File: config.mk
export PLATFORM = sky130hd
export DESIGN_NAME = axi_vga_fetch_ctrl
export DESIGN_NICKNAME = d
export VERILOG_FILES = /design/src/rtl/axi_vga_fetch_ctrl.sv
export SDC_FILE = /design/constraint.sdc
export NUM_CORES = 1
export LEC_CHECK = 0
export BUFFER_PORTS_ARGS = -buffer_cell sky130_fd_sc_hd__buf_4
export CORE_ASPECT_RATIO = 2
export CORE_MARGIN = 2
export CORE_UTILIZATION = 59
export DETAILED_ROUTE_END_ITERATION = 8
export MAX_ROUTING_LAYER = met4
export PLACE_DENSITY = 0.9
export SLEW_MARGIN = 5
export SYNTH_ARGS = -nofsm -noshare
export SYNTH_HDL_FRONTEND = slang
export SYNTH_SLANG_ARGS = --single-unit
File: constraint.sdc
create_clock -name clk_i -period 12.5 [get_ports clk_i]
set_input_delay 0.625 -clock clk_i [delete_from_list [all_inputs] [get_ports clk_i]]
set_output_delay 0.625 -clock clk_i [all_outputs]
set_load 0.1 [all_outputs]
File: src/rtl/axi_vga_fetch_ctrl.sv
// Frame-buffer fetch controller: walks one frame per frame_start and issues AXI
// INCR read bursts clipped to burst length, remaining frame and 4 KiB pages.
//
// state | meaning
// IDLE  | waiting for frame_start with fetch enabled
// ISSUE | computing, credit-gating and presenting AR bursts
// DRAIN | all bursts issued or fetch aborted; waiting for outstanding R beats
module axi_vga_fetch_ctrl #(
  parameter int AddrWidth = 48,
  parameter int DataWidth = 64,
  parameter int FifoDepth = 512,
  localparam int Bpb = DataWidth / 8,
  localparam int BpbLog = $clog2(Bpb),
  localparam int CW = $clog2(FifoDepth + 1)
) (
  input  logic                 clk_i,
  input  logic                 rst_ni,
  input  logic                 enable_i,
  input  logic                 frame_start_i,
  input  logic [AddrWidth-1:0] start_addr_i,
  input  logic [31:0]          frame_size_i,
  input  logic [7:0]           burst_len_i,
  input  logic [CW-1:0]        fifo_free_i,
  output logic                 ar_valid_o,
  input  logic                 ar_ready_i,
  output logic [AddrWidth-1:0] ar_addr_o,
  output logic [7:0]           ar_len_o,
  input  logic                 r_beat_i,
  output logic                 busy_o,
  output logic                 frame_done_o,
  output logic                 overrun_o
);

  localparam logic [1:0] IDLE  = 2'd0;
  localparam logic [1:0] ISSUE = 2'd1;
  localparam logic [1:0] DRAIN = 2'd2;

  logic [1:0]           state;
  logic [AddrWidth-1:0] addr;
  logic [31:0]          beats_left;
  logic [CW-1:0]        inflight;
  logic [7:0]           max_len;
  logic [8:0]           burst_n;

  logic [12:0]          page_room;
  logic [8:0]           len_cap;
  logic [8:0]           left_cap;
  logic [8:0]           room_cap;
  logic [8:0]           n_beats;
  logic                 credit_ok;
  logic                 ar_hs;
  logic [CW-1:0]        inflight_nxt;
  logic [32:0]          size_round;
  logic [31:0]          frame_beats;
  logic [AddrWidth-1:0] base_aligned;

  // Beats left before the next 4 KiB page; addr is always beat-aligned so this is >= 1.
  assign page_room = (13'd4096 - {1'b0, addr[11:0]}) >> BpbLog;
  assign len_cap   = {1'b0, max_len} + 9'd1;
  assign left_cap  = (beats_left > 32'd256) ? 9'd256 : beats_left[8:0];
  assign room_cap  = (page_room > 13'd256) ? 9'd256 : page_room[8:0];

  always_comb begin
    n_beats = len_cap;
    if (left_cap < n_beats) n_beats = left_cap;
    if (room_cap < n_beats) n_beats = room_cap;
  end

  assign credit_ok    = 32'(fifo_free_i) >= (32'(inflight) + 32'(n_beats));
  assign ar_hs        = ar_valid_o & ar_ready_i;
  assign size_round   = {1'b0, frame_size_i} + 33'(Bpb - 1);
  assign frame_beats  = 32'(size_round >> BpbLog);
  assign base_aligned = start_addr_i & ~AddrWidth'(Bpb - 1);

  always_comb begin
    inflight_nxt = inflight;
    if (ar_hs)    inflight_nxt = inflight_nxt + CW'(burst_n);
    if (r_beat_i) inflight_nxt = inflight_nxt - CW'(1);
  end

  always_ff @(posedge clk_i) begin
    if (!rst_ni) begin
      state        <= IDLE;
      addr         <= '0;
      beats_left   <= '0;
      inflight     <= '0;
      max_len      <= '0;
      burst_n      <= '0;
      ar_valid_o   <= 1'b0;
      ar_addr_o    <= '0;
      ar_len_o     <= '0;
      busy_o       <= 1'b0;
      frame_done_o <= 1'b0;
      overrun_o    <= 1'b0;
    end else begin
      frame_done_o <= 1'b0;
      overrun_o    <= 1'b0;
      inflight     <= inflight_nxt;
      case (state)
        IDLE: begin
          if (frame_start_i && enable_i) begin
            addr       <= base_aligned;
            beats_left <= frame_beats;
            max_len    <= burst_len_i;
            if (frame_beats == 32'd0) begin
              frame_done_o <= 1'b1;
            end else begin
              state  <= ISSUE;
              busy_o <= 1'b1;
            end
          end
        end
        ISSUE: begin
          overrun_o <= frame_start_i;
          if (ar_valid_o) begin
            // A presented burst is frozen until accepted, whatever enable or credits do.
            if (ar_ready_i) begin
              ar_valid_o <= 1'b0;
              addr       <= addr + (AddrWidth'(burst_n) << BpbLog);
              beats_left <= beats_left - 32'(burst_n);
              if (beats_left == 32'(burst_n)) state <= DRAIN;
            end
          end else if (!enable_i || beats_left == 32'd0) begin
            state <= DRAIN;
          end else if (credit_ok) begin
            ar_valid_o <= 1'b1;
            ar_addr_o  <= addr;
            ar_len_o   <= n_beats[7:0] - 8'd1;
            burst_n    <= n_beats;
          end
        end
        DRAIN: begin
          overrun_o <= frame_start_i;
          if (inflight_nxt == '0) begin
            state        <= IDLE;
            busy_o       <= 1'b0;
            frame_done_o <= (beats_left == 32'd0);
          end
        end
        default: state <= IDLE;
      endcase
    end
  end

  // Credit underflow means the R channel returned data nobody asked for.
  r_beat_underflow: assert property (@(posedge clk_i) disable iff (!rst_ni)
    r_beat_i |-> (inflight != '0));

endmodule

==> metrics.cfg, run 1 <==
[run_status]
outcome = complete, no violations

[yosys]
synth-warning-count = 0
ys_dominant_reg_cell = dfxtp_1
synth-edff-count = 0
ys_async_sr_fraction_pct = 0
post_synth_num_cell_types = 82
synth-seq-cells = 163
per_instance_average_area_after_synthesis_um2 = 7.83
netlist_area_um2 = 11500
synth_cells = 1475
seq_area_frac_synth_pct = 28.3

[routing]
via_per_inst = 6.50
wl_per_cell_um = 19.7
ant_nets = 0
routed_wirelength_um = 36600
route.vias.total = 12071
initial_detailed_routing_violation_count = 749
met2_wirelength_um = 19100
post-route-drc-count = 0
met1Wirelength_um = 12100
top_layer = met4
drtPass1Iterations = 7
met3_length_um = 1880

[timing]
transition_time_at_the_pin_with_the_least_slew_margin_ns = 1.02
fmax_mhz = 94.4
setup_violations = 0
slew_headroom_pct = 32.2
final.setup.worst_slack_ns = 1.91
final-max-slew-violation-count = 0
rsz_0062_raised_after_global_routing = false
clock-skew-final_ns = 0.0102
post-route-min-period_ns = 10.59
setup_tns_ns = 0
timing.final.crit_share_pct = 84.8
final_hold_viol_count = 0

[grt]
overflow = 0
pin_count_of_the_biggest_net_entering_global_routing = 69
grt.total_usage_pct = 36.5
antenna_found_initial = 1
first_global_vias = 11825
grt_pass1_wl_um = 58000

[finish]
nFillCells = 1600
multi_input_area_um2 = 7760
area.sequential_um2 = 3260
drive_gt1_share_pct = 14.9
nNetsFinal = 1763
layout.cells.non_filler = 1858
area_growth_pct = 15.9

[run]
timing.max_cap.violations = 0

[worst_setup_path]
worst_path_largest_cell_delay_ns = 0.65
slowest_stage = nand3_4
critPathMaxFanout = 50
timing_worst_setup_path_type = flip-flop to flip-flop
worstPathRequired_ns = 12.81
critPathCaptureType = flip-flop
crit_path_start_kind = flip-flop
arrival_ns = 10.91

[floorplanning]
core_area_um2 = 19300
initial_standard_cell_utilization_of_the_core_pct = 59.9
row_count = 72
chipWidth_um = 103
floorplan.die.height_um = 202
ioPinCount = 164
floorplan.die_area_um2 = 20800

[placed_design]
io_buffer_count = 157
placement.setup.worst_slack_ns = 2.05
place_hpwl_um = 27400
numPlacedInstances = 1825
routabilityCongestion = 1.02

[clocking]
clk_root_buffer_cell = clkbuf_16
tritoncts = built
clkSinkCount = 163
cts-hold-fix-buffers = 0
cts_repair_resize_count = 0
clk_pin_slew_ns = 0.07
tritoncts.num_buffers = 17
postCtsSetupBuffers = 0
clkLatencyLatePin_ns = 0.44
clk_path_buf_depth = 2
cts.htree.levels = 4

[pwr]
power.density_cell_area_nw_per_um2 = 257
power.leakage_nw = 5.83
power.ir.vdd_worst_uv = 147

[min_path]
worstHoldPathType = primary input to flip-flop

-- sequential cells by signal, indices dropped and copies added (netlist names), 2 cells and up --
| signal | flops |
|---|---|
| addr | 45 |
| ar_addr_o | 45 |
| beats_left | 32 |
| inflight | 10 |
| burst_n | 9 |
| ar_len_o | 8 |
| max_len | 8 |
| state | 2 |
-- cell type report --
class	count	share of cell area, %
diodes	1	0.0187
flip-flops and latches	163	24.4
clock inverters	13	0.879
multi-input cells	1175	58.0
clock buffers	19	3.24
well taps	259	2.42
repair buffers	166	9.31
inverters	62	1.75
-- through the flow --
stage / utilization (%) / total power, mW / instance area (um2) / hold slack, ns
floorplan: - / 2.37 / 11500 / 0.440
global placement: 66.5 / 2.83 / 12800 / 0.446
detailed placement: 66.5 / 2.89 / 12800 / 0.451
CTS: 69.4 / 3.41 / 13400 / 0.392
global route: 69.4 / 3.67 / 13400 / 0.407
finish: 69.4 / 3.44 / 13400 / 0.391
-- worst paths after layout --
| check | from | end | slack (ns) | cells after the start |
|---|---|---|---|---|
| setup / recovery | beats_left[9] | ar_addr_o[45] | 1.91 | 41 |
| hold / removal | start_addr_i[17] | addr[17] | 0.39 | 3 |
| setup reg to reg | beats_left[9] | ar_addr_o[45] | 1.91 | 41 |
| hold reg to reg | ar_len_o[0] | ar_len_o[0] | 0.46 | 2 |
-- cell families after synthesis --
logic type | share of synthesized area, %
DFF | 28.3
AOI/OAI and AO/OA | 21.9
other | 0.0325
and+or+nand+nor | 24.8
adders and majority gates | 8.28
muxes | 6.28
xor gates and xnor gates | 5.54
buffers and inverters | 4.92
-- placed cells by master (no fill, tap or decap), drive strengths merged, types with 5 or more instances in the layout --
master  instances
a21oi          85
or2             7
xnor2          41
nand2         144
inv            67
nand3          58
a211oi         35
o211ai         10
nor3           40
o22ai          10
nor4           27
and4            5
nor2b          11
and2           19
o31ai           8
o21ai          82
xor2           32
or4            13
nor2          162
o21a            9
o311ai         11
nand4          26
dfxtp         163
nand2b         15
and3           28
or3            11
a221oi         12
a21o           18
a22oi          22
clkbuf         19
a31oi          19
mux2i          69
buf           166
o31a            6
ha             70
a21boi          7
-- report_power, final --
part           switching [mW]  total, mW  internal, mW
Sequential              0.149      0.766         0.617
Combinational            1.36       2.17         0.807
Clock                   0.243      0.504         0.261
Total                    1.75       3.44          1.69
-- cell usage after synthesis (7+ instances only) --
cell | n | area (um2)
mux2i_1 | 69 | 691
a21boi_0 | 7 | 52.6
inv_1 | 61 | 229
or2_2 | 7 | 43.8
dfxtp_1 | 163 | 3260
nand2_1 | 143 | 537
o22ai_1 | 10 | 62.6
or3_1 | 11 | 68.8
a31oi_1 | 19 | 119
and3_1 | 28 | 175
nor2b_1 | 11 | 68.8
nor4_1 | 24 | 150
nor2_1 | 162 | 608
and2_1 | 19 | 119
buf_2 | 7 | 35.0
o311ai_0 | 9 | 78.8
nor3_1 | 39 | 195
xnor2_1 | 41 | 359
ha_1 | 70 | 876
o21a_1 | 9 | 67.6
nand4_1 | 25 | 156
o211ai_1 | 10 | 75.1
a21o_1 | 18 | 135
nand2b_1 | 15 | 93.8
a21oi_1 | 84 | 420
nand3_1 | 58 | 290
a211oi_1 | 33 | 248
o21ai_0 | 77 | 385
or4_1 | 8 | 60.1
clkbuf_1 | 56 | 210
a22oi_1 | 22 | 165
xor2_1 | 32 | 280
a221oi_1 | 11 | 96.3
-- layer usage --
metal / track usage, % / up-vias
met2: 61.7 / 541
met3: 4.60 / 212
met5: - / -
met1: 35.8 / 5702
li1: - / 5616
met4: 30.1 / 0
-- worst max-delay path, delay by kind of cell, from the launching register on --
kind            cells  cell delay (ns)
buf+inv             4             1.02
fa+ha+maj           5             1.46
mux                 1             0.25
flops               1             0.35
xor+xnor            1             0.12
compound gates     20             4.48
simple gates       10             2.74
Power figures use the tool's default switching activity.
==> inputs of run 2 (changes only) <==
==> constraint.sdc (replaced) <==
create_clock -name clk_i -period 10.6 [get_ports clk_i]
set_input_delay 0.53 -clock clk_i [delete_from_list [all_inputs] [get_ports clk_i]]
set_output_delay 0.53 -clock clk_i [all_outputs]
set_load 0.1 [all_outputs]
==> run 2 against run 1 <==
Cell count grew 0.22%. Global-route usage grew 1.4 points. First-iteration DRC count grew 35%. Setup slack lost 1.1 ns. Highest routed layer unchanged.
==> metrics.cfg, run 2 (synthesis gave the netlist of run 1 again) <==
[routing]
post-route-drc-count = 0
ant_nets = 0
wl_per_cell_um = 20.4
routed_wirelength_um = 37900
initial_detailed_routing_violation_count = 1013
drtPass1Iterations = 6
route.vias.total = 12195
via_per_inst = 6.55

[min_path]
worstHoldEndpoint = addr[15]
hold_path_cells = 3
worstHoldPathType = primary input to flip-flop
timing.hold.worst.start = start_addr_i[15]

[pwr]
power_frac_clock_pct = 15.1
power.combinational.fraction_pct = 63.1
power.leakage_nw = 5.86
power.share.switching_pct = 51.6
internal_power_mw = 2.01
switchingPower_mw = 2.14
final_power_mw = 4.15
power.ir.vdd_worst_uv = 209
sequential_power_share_pct = 21.8
power.density_cell_area_nw_per_um2 = 308

[grt]
pin_count_of_the_biggest_net_entering_global_routing = 67
grt.total_usage_pct = 37.9
first_global_vias = 12124
overflow = 0
antenna_found_initial = 1
grt_pass1_wl_um = 59900

[placed_design]
standard_cell_area_after_detailed_placement_um2 = 12800
placement.setup.worst_slack_ns = 0.731
routabilityCongestion = 1.03
place_hpwl_um = 27000
io_buffer_count = 157

[finish]
fin_area_um2 = 13500
commonest_non_fill_non_tap_cell_in_the_layout = buf_4
nNetsFinal = 1766
drive_gt1_share_pct = 15.4
nFillCells = 1541
most-common-layout-cells = 167 x buf_4, 163 x dfxtp_1, 161 x nor2_1
area_growth_pct = 16.7
biggestRegsByFlops = addr (45), ar_addr_o (45), beats_left (32)
layout.core_utilization_pct = 69.9

[timing]
final_hold_viol_count = 0
rsz_0062_raised_after_global_routing = false
post-route-min-period_ns = 9.76
clock-skew-final_ns = 0.00978
transition_time_at_the_pin_with_the_least_slew_margin_ns = 1.00
slew_headroom_pct = 33.1
setup_tns_ns = 0
timing.final.crit_share_pct = 92.0
final-max-slew-violation-count = 0
final.setup.worst_slack_ns = 0.844
setup_violations = 0
fmax_mhz = 103

[clocking]
cts-hold-fix-buffers = 0
clk_root_buffer_cell = clkbuf_16
cts.htree.levels = 4
tritoncts.num_buffers = 17
clkLatencyLatePin_ns = 0.45
tritoncts = built
clk_pin_slew_ns = 0.07
clk_path_buf_depth = 2
clkSinkCount = 163

[floorplanning]
floorplan.die_area_um2 = 20800
initial_standard_cell_utilization_of_the_core_pct = 59.9
chipWidth_um = 103
row_count = 72
floorplan.die.height_um = 202
core_area_um2 = 19300
ioPinCount = 164

[worst_setup_path]
crit_path_start_kind = flip-flop
reg2reg_depth = 39
ff2ff_setup_slack_ns = 0.84
timing_worst_setup_path_type = flip-flop to flip-flop
r2r_end = burst_n[6]
slowest_stage = or4_4
rr_startpoint = beats_left[9]
critPathCaptureType = flip-flop
arrival_ns = 10.06
crit_start = beats_left[9]
worstPathRequired_ns = 10.90
critPathMaxFanout = 19
worst_path_largest_cell_delay_ns = 0.60

[run]
timing.max_cap.violations = 0

[run_status]
outcome = complete, no violations

-- run 2: changes by cell type in the layout (fill, tap and decap cells not counted), sizes merged, moves of 2 or more --
cell | before | now
clkinvlp | 4 | 1
buf | 166 | 168
clkinv | 4 | 8
clkbuf | 19 | 17
-- run 2: how the worst max path moves through the flow --
stage                     slack [ns]  cells past startpoint             to
after floorplan                 1.76                     44  ar_addr_o[16]
after global placement          1.03                     41  ar_addr_o[44]
after detailed placement        0.73                     39  ar_addr_o[30]
after CTS                       0.63                     39  ar_addr_o[30]
after global routing            0.11                     38  ar_addr_o[17]
final                           0.84                     39     burst_n[6]
-- run 2: what timing repair did --
item | 4_1_cts | 5_1_grt
buffers inserted | 0 | 2
setup endpoints to repair | 0 | 54
resized for setup | 0 | 4
hold endpoints to repair | 0 | 0
-- run 2: metal layers --
metal | share of wire [%] | up-vias | global-route usage [%]
met5 | 0 | - | -
met4 | 11 | 0 | 33.2
met3 | 6.7 | 297 | 7.68
met2 | 51 | 658 | 62.4
met1 | 32 | 5620 | 36.1
li1 | - | 5620 | -
-- run 2: critical path, delay by kind of cell, from the launching register on --
| family | cells | cell delay (ns) |
|---|---|---|
| adders and majority gates | 4 | 1.18 |
| buffers and inverters | 4 | 0.63 |
| muxes | 1 | 0.39 |
| AOI/OAI and AO/OA | 20 | 4.16 |
| and+or+nand+nor | 9 | 2.73 |
| xor gates and xnor gates | 1 | 0.13 |
| DFF | 1 | 0.37 |
-- run 2: cell type report --
type	instances	area, um2	area share [%]
antenna	2	5.00	0.0371
clock buffer	17	425	3.16
clock inverter	15	163	1.21
inverter	62	234	1.74
multi-input combinational	1176	7780	57.8
sequential	163	3260	24.2
tap	259	324	2.41
timing repair buffer	168	1270	9.45
-- run 2: power by group through the flow --
stage	combinational [mW]	clock [mW]	sequential, mW
after CTS	2.54	0.623	0.895
final	2.62	0.626	0.907
after global placement	2.42	0	0.903
after global routing	2.85	0.643	0.918
after floorplan	1.83	0	0.969
after detailed placement	2.50	0	0.907
-- run 2: through the flow --
stage,hold WS (ns),instances
finish,0.286,1862
global route,0.317,1861
CTS,0.287,1857
detailed placement,0.461,1825
global placement,0.447,1825
floorplan,0.440,1477
==> inputs of run 3 (changes only) <==
--- a/config.mk
+++ b/config.mk
@@ -5,11 +5,12 @@
 export SDC_FILE = /design/constraint.sdc
 export NUM_CORES = 1
 export LEC_CHECK = 0
-export BUFFER_PORTS_ARGS = -buffer_cell sky130_fd_sc_hd__buf_4
+export BUFFER_PORTS_ARGS = -buffer_cell sky130_fd_sc_hd__buf_2
 export CORE_ASPECT_RATIO = 2
 export CORE_MARGIN = 2
 export CORE_UTILIZATION = 59
 export DETAILED_ROUTE_END_ITERATION = 8
+export HOLD_SLACK_MARGIN = 0.12
 export MAX_ROUTING_LAYER = met4
 export PLACE_DENSITY = 0.9
 export SLEW_MARGIN = 5
==> constraint.sdc (replaced) <==
create_clock -name clk_i -period 10.6 [get_ports clk_i]
set_input_delay 0.53 -clock clk_i [delete_from_list [all_inputs] [get_ports clk_i]]
set_output_delay 0.53 -clock clk_i [all_outputs]
set_load 0.01 [all_outputs]
==> run 3 against run 2 <==
Register-to-register slack worse by 0.30 ns. Cell count is 0.16% lower. Wire length is 2.3% lower. Setup slack worse by 0.30 ns. Largest cell class unchanged. Highest routed layer unchanged.
==> metrics.cfg, run 3 (synthesis gave the netlist of run 1 again) <==
[clocking]
tritoncts = built
cts_repair_resize_count = 0
cts.htree.levels = 4
clk_root_buffer_cell = clkbuf_16
postCtsSetupBuffers = 0
cts-hold-fix-buffers = 0
clk_pin_slew_ns = 0.07
tritoncts.num_buffers = 17
clkSinkCount = 163
clkLatencyLatePin_ns = 0.44
clk_path_buf_depth = 2

[floorplanning]
floorplan.die_area_um2 = 20800
ioPinCount = 164
floorplan.die.height_um = 202
chipWidth_um = 103
initial_standard_cell_utilization_of_the_core_pct = 59.9
core_area_um2 = 19300
row_count = 72

[timing]
final.setup.worst_slack_ns = 0.546
transition_time_at_the_pin_with_the_least_slew_margin_ns = 1.23
holdWs_ns = 0.294
timing.final.crit_share_pct = 94.8
final_hold_viol_count = 0
fmax_mhz = 99.5
post-route-min-period_ns = 10.05
clock-skew-final_ns = 0.0104
rsz_0062_raised_after_global_routing = false
setup_violations = 0
final-max-slew-violation-count = 0
setup_tns_ns = 0
slew_headroom_pct = 17.4

[pwr]
power.density_cell_area_nw_per_um2 = 305
power.ir.vdd_worst_uv = 162
power.leakage_nw = 5.78

[routing]
post-route-drc-count = 0
ant_nets = 0
routed_wirelength_um = 37100
via_per_inst = 6.54
wl_per_cell_um = 19.9
drtPass1Iterations = 6
route.vias.total = 12156
initial_detailed_routing_violation_count = 854

[finish]
nFillCells = 1634
drive_gt1_share_pct = 15.2
biggestRegsByFlops = addr (45), ar_addr_o (45), beats_left (32)
area.sequential_um2 = 3260
most-common-layout-cells = 163 x dfxtp_1, 161 x nor2_1, 157 x buf_2
area_growth_pct = 13.2
multi_input_area_um2 = 7780
commonest_non_fill_non_tap_cell_in_the_layout = dfxtp_1
nNetsFinal = 1764

[grt]
antenna_found_initial = 1
pin_count_of_the_biggest_net_entering_global_routing = 94
overflow = 0
first_global_vias = 11851
grt_pass1_wl_um = 58200
grt.total_usage_pct = 36.7

[placed_design]
routabilityCongestion = 0.981
io_buffer_count = 157
place_hpwl_um = 27000
placement.setup.worst_slack_ns = 0.642

[worst_setup_path]
timing_worst_setup_path_type = flip-flop to flip-flop
critPathMaxFanout = 42
slowest_stage = o21ai_0
worst_path_largest_cell_delay_ns = 0.68
crit_path_start_kind = flip-flop
arrival_ns = 10.32
cp_common_cell = o21ai_0
critPathCaptureType = flip-flop
worstPathRequired_ns = 10.87

[min_path]
worstHoldPathType = primary input to flip-flop

[run_status]
outcome = complete, no violations

[run]
timing.max_cap.violations = 0

[run 3: changes by cell type in the layout (fill, tap and decap cells not counted), sizes merged]
cell      change
clkinv        -4
buf           -2
bufinv        +2
clkbuf        +1
clkinvlp      +1
diode         -1
[run 3: worst paths after layout]
path	start	endpoint	slack (ns)	depth (start not counted)
setup / recovery	beats_left[9]	ar_addr_o[30]	0.55	37
hold / removal	start_addr_i[17]	addr[17]	0.29	3
setup reg to reg	beats_left[9]	ar_addr_o[30]	0.55	37
hold reg to reg	ar_len_o[0]	ar_len_o[0]	0.48	2
[run 3: critical path, delay by kind of cell, from the launching register on]
kind,cells,cell delay [ns]
fa+ha+maj,4,1.24
buf+inv,3,0.77
xor+xnor,1,0.14
mux,2,0.68
flops,1,0.37
compound gates,18,4.18
simple gates,9,2.47
[run 3: layout make-up]
class | count | area share (%)
Inverter | 62 | 1.79
Antenna cell | 1 | 0.0191
Clock inverter | 14 | 1.29
Multi-Input combinational cell | 1176 | 59.5
Sequential cell | 163 | 25.0
Tap cell | 259 | 2.48
Clock buffer | 18 | 3.28
Timing Repair Buffer | 166 | 6.63
[run 3: metal layers]
| layer | share of wire [%] | vias to the layer above | routed length (um) | track usage [%] |
|---|---|---|---|---|
| met5 | 0 | - | 0 | - |
| li1 | - | 5619 | - | - |
| met4 | 10 | 0 | 3880 | 32.2 |
| met1 | 33 | 5701 | 12100 | 35.4 |
| met3 | 5.9 | 239 | 2210 | 5.33 |
| met2 | 51 | 597 | 18900 | 61.3 |
[run 3: stage by stage]
stage / utilization [%] / instance area (um2) / std cells / total power [mW]
after global routing: 67.8 / 13100 / 1859 / 4.25
after floorplan: - / 11500 / 1477 / 2.66
after CTS: 67.7 / 13000 / 1857 / 3.91
final: 67.8 / 13100 / 1859 / 3.99
after global placement: 64.6 / 12400 / 1825 / 3.17
after detailed placement: 64.6 / 12400 / 1825 / 3.25
[run 3: power breakdown]
part | leakage [nW] | internal (mW) | switching, mW | total, mW
sequential | 1.32 | 0.728 | 0.176 | 0.904
combinational | 4.17 | 0.941 | 1.50 | 2.44
clock | 0.289 | 0.356 | 0.289 | 0.645
total | 5.78 | 2.02 | 1.96 | 3.99
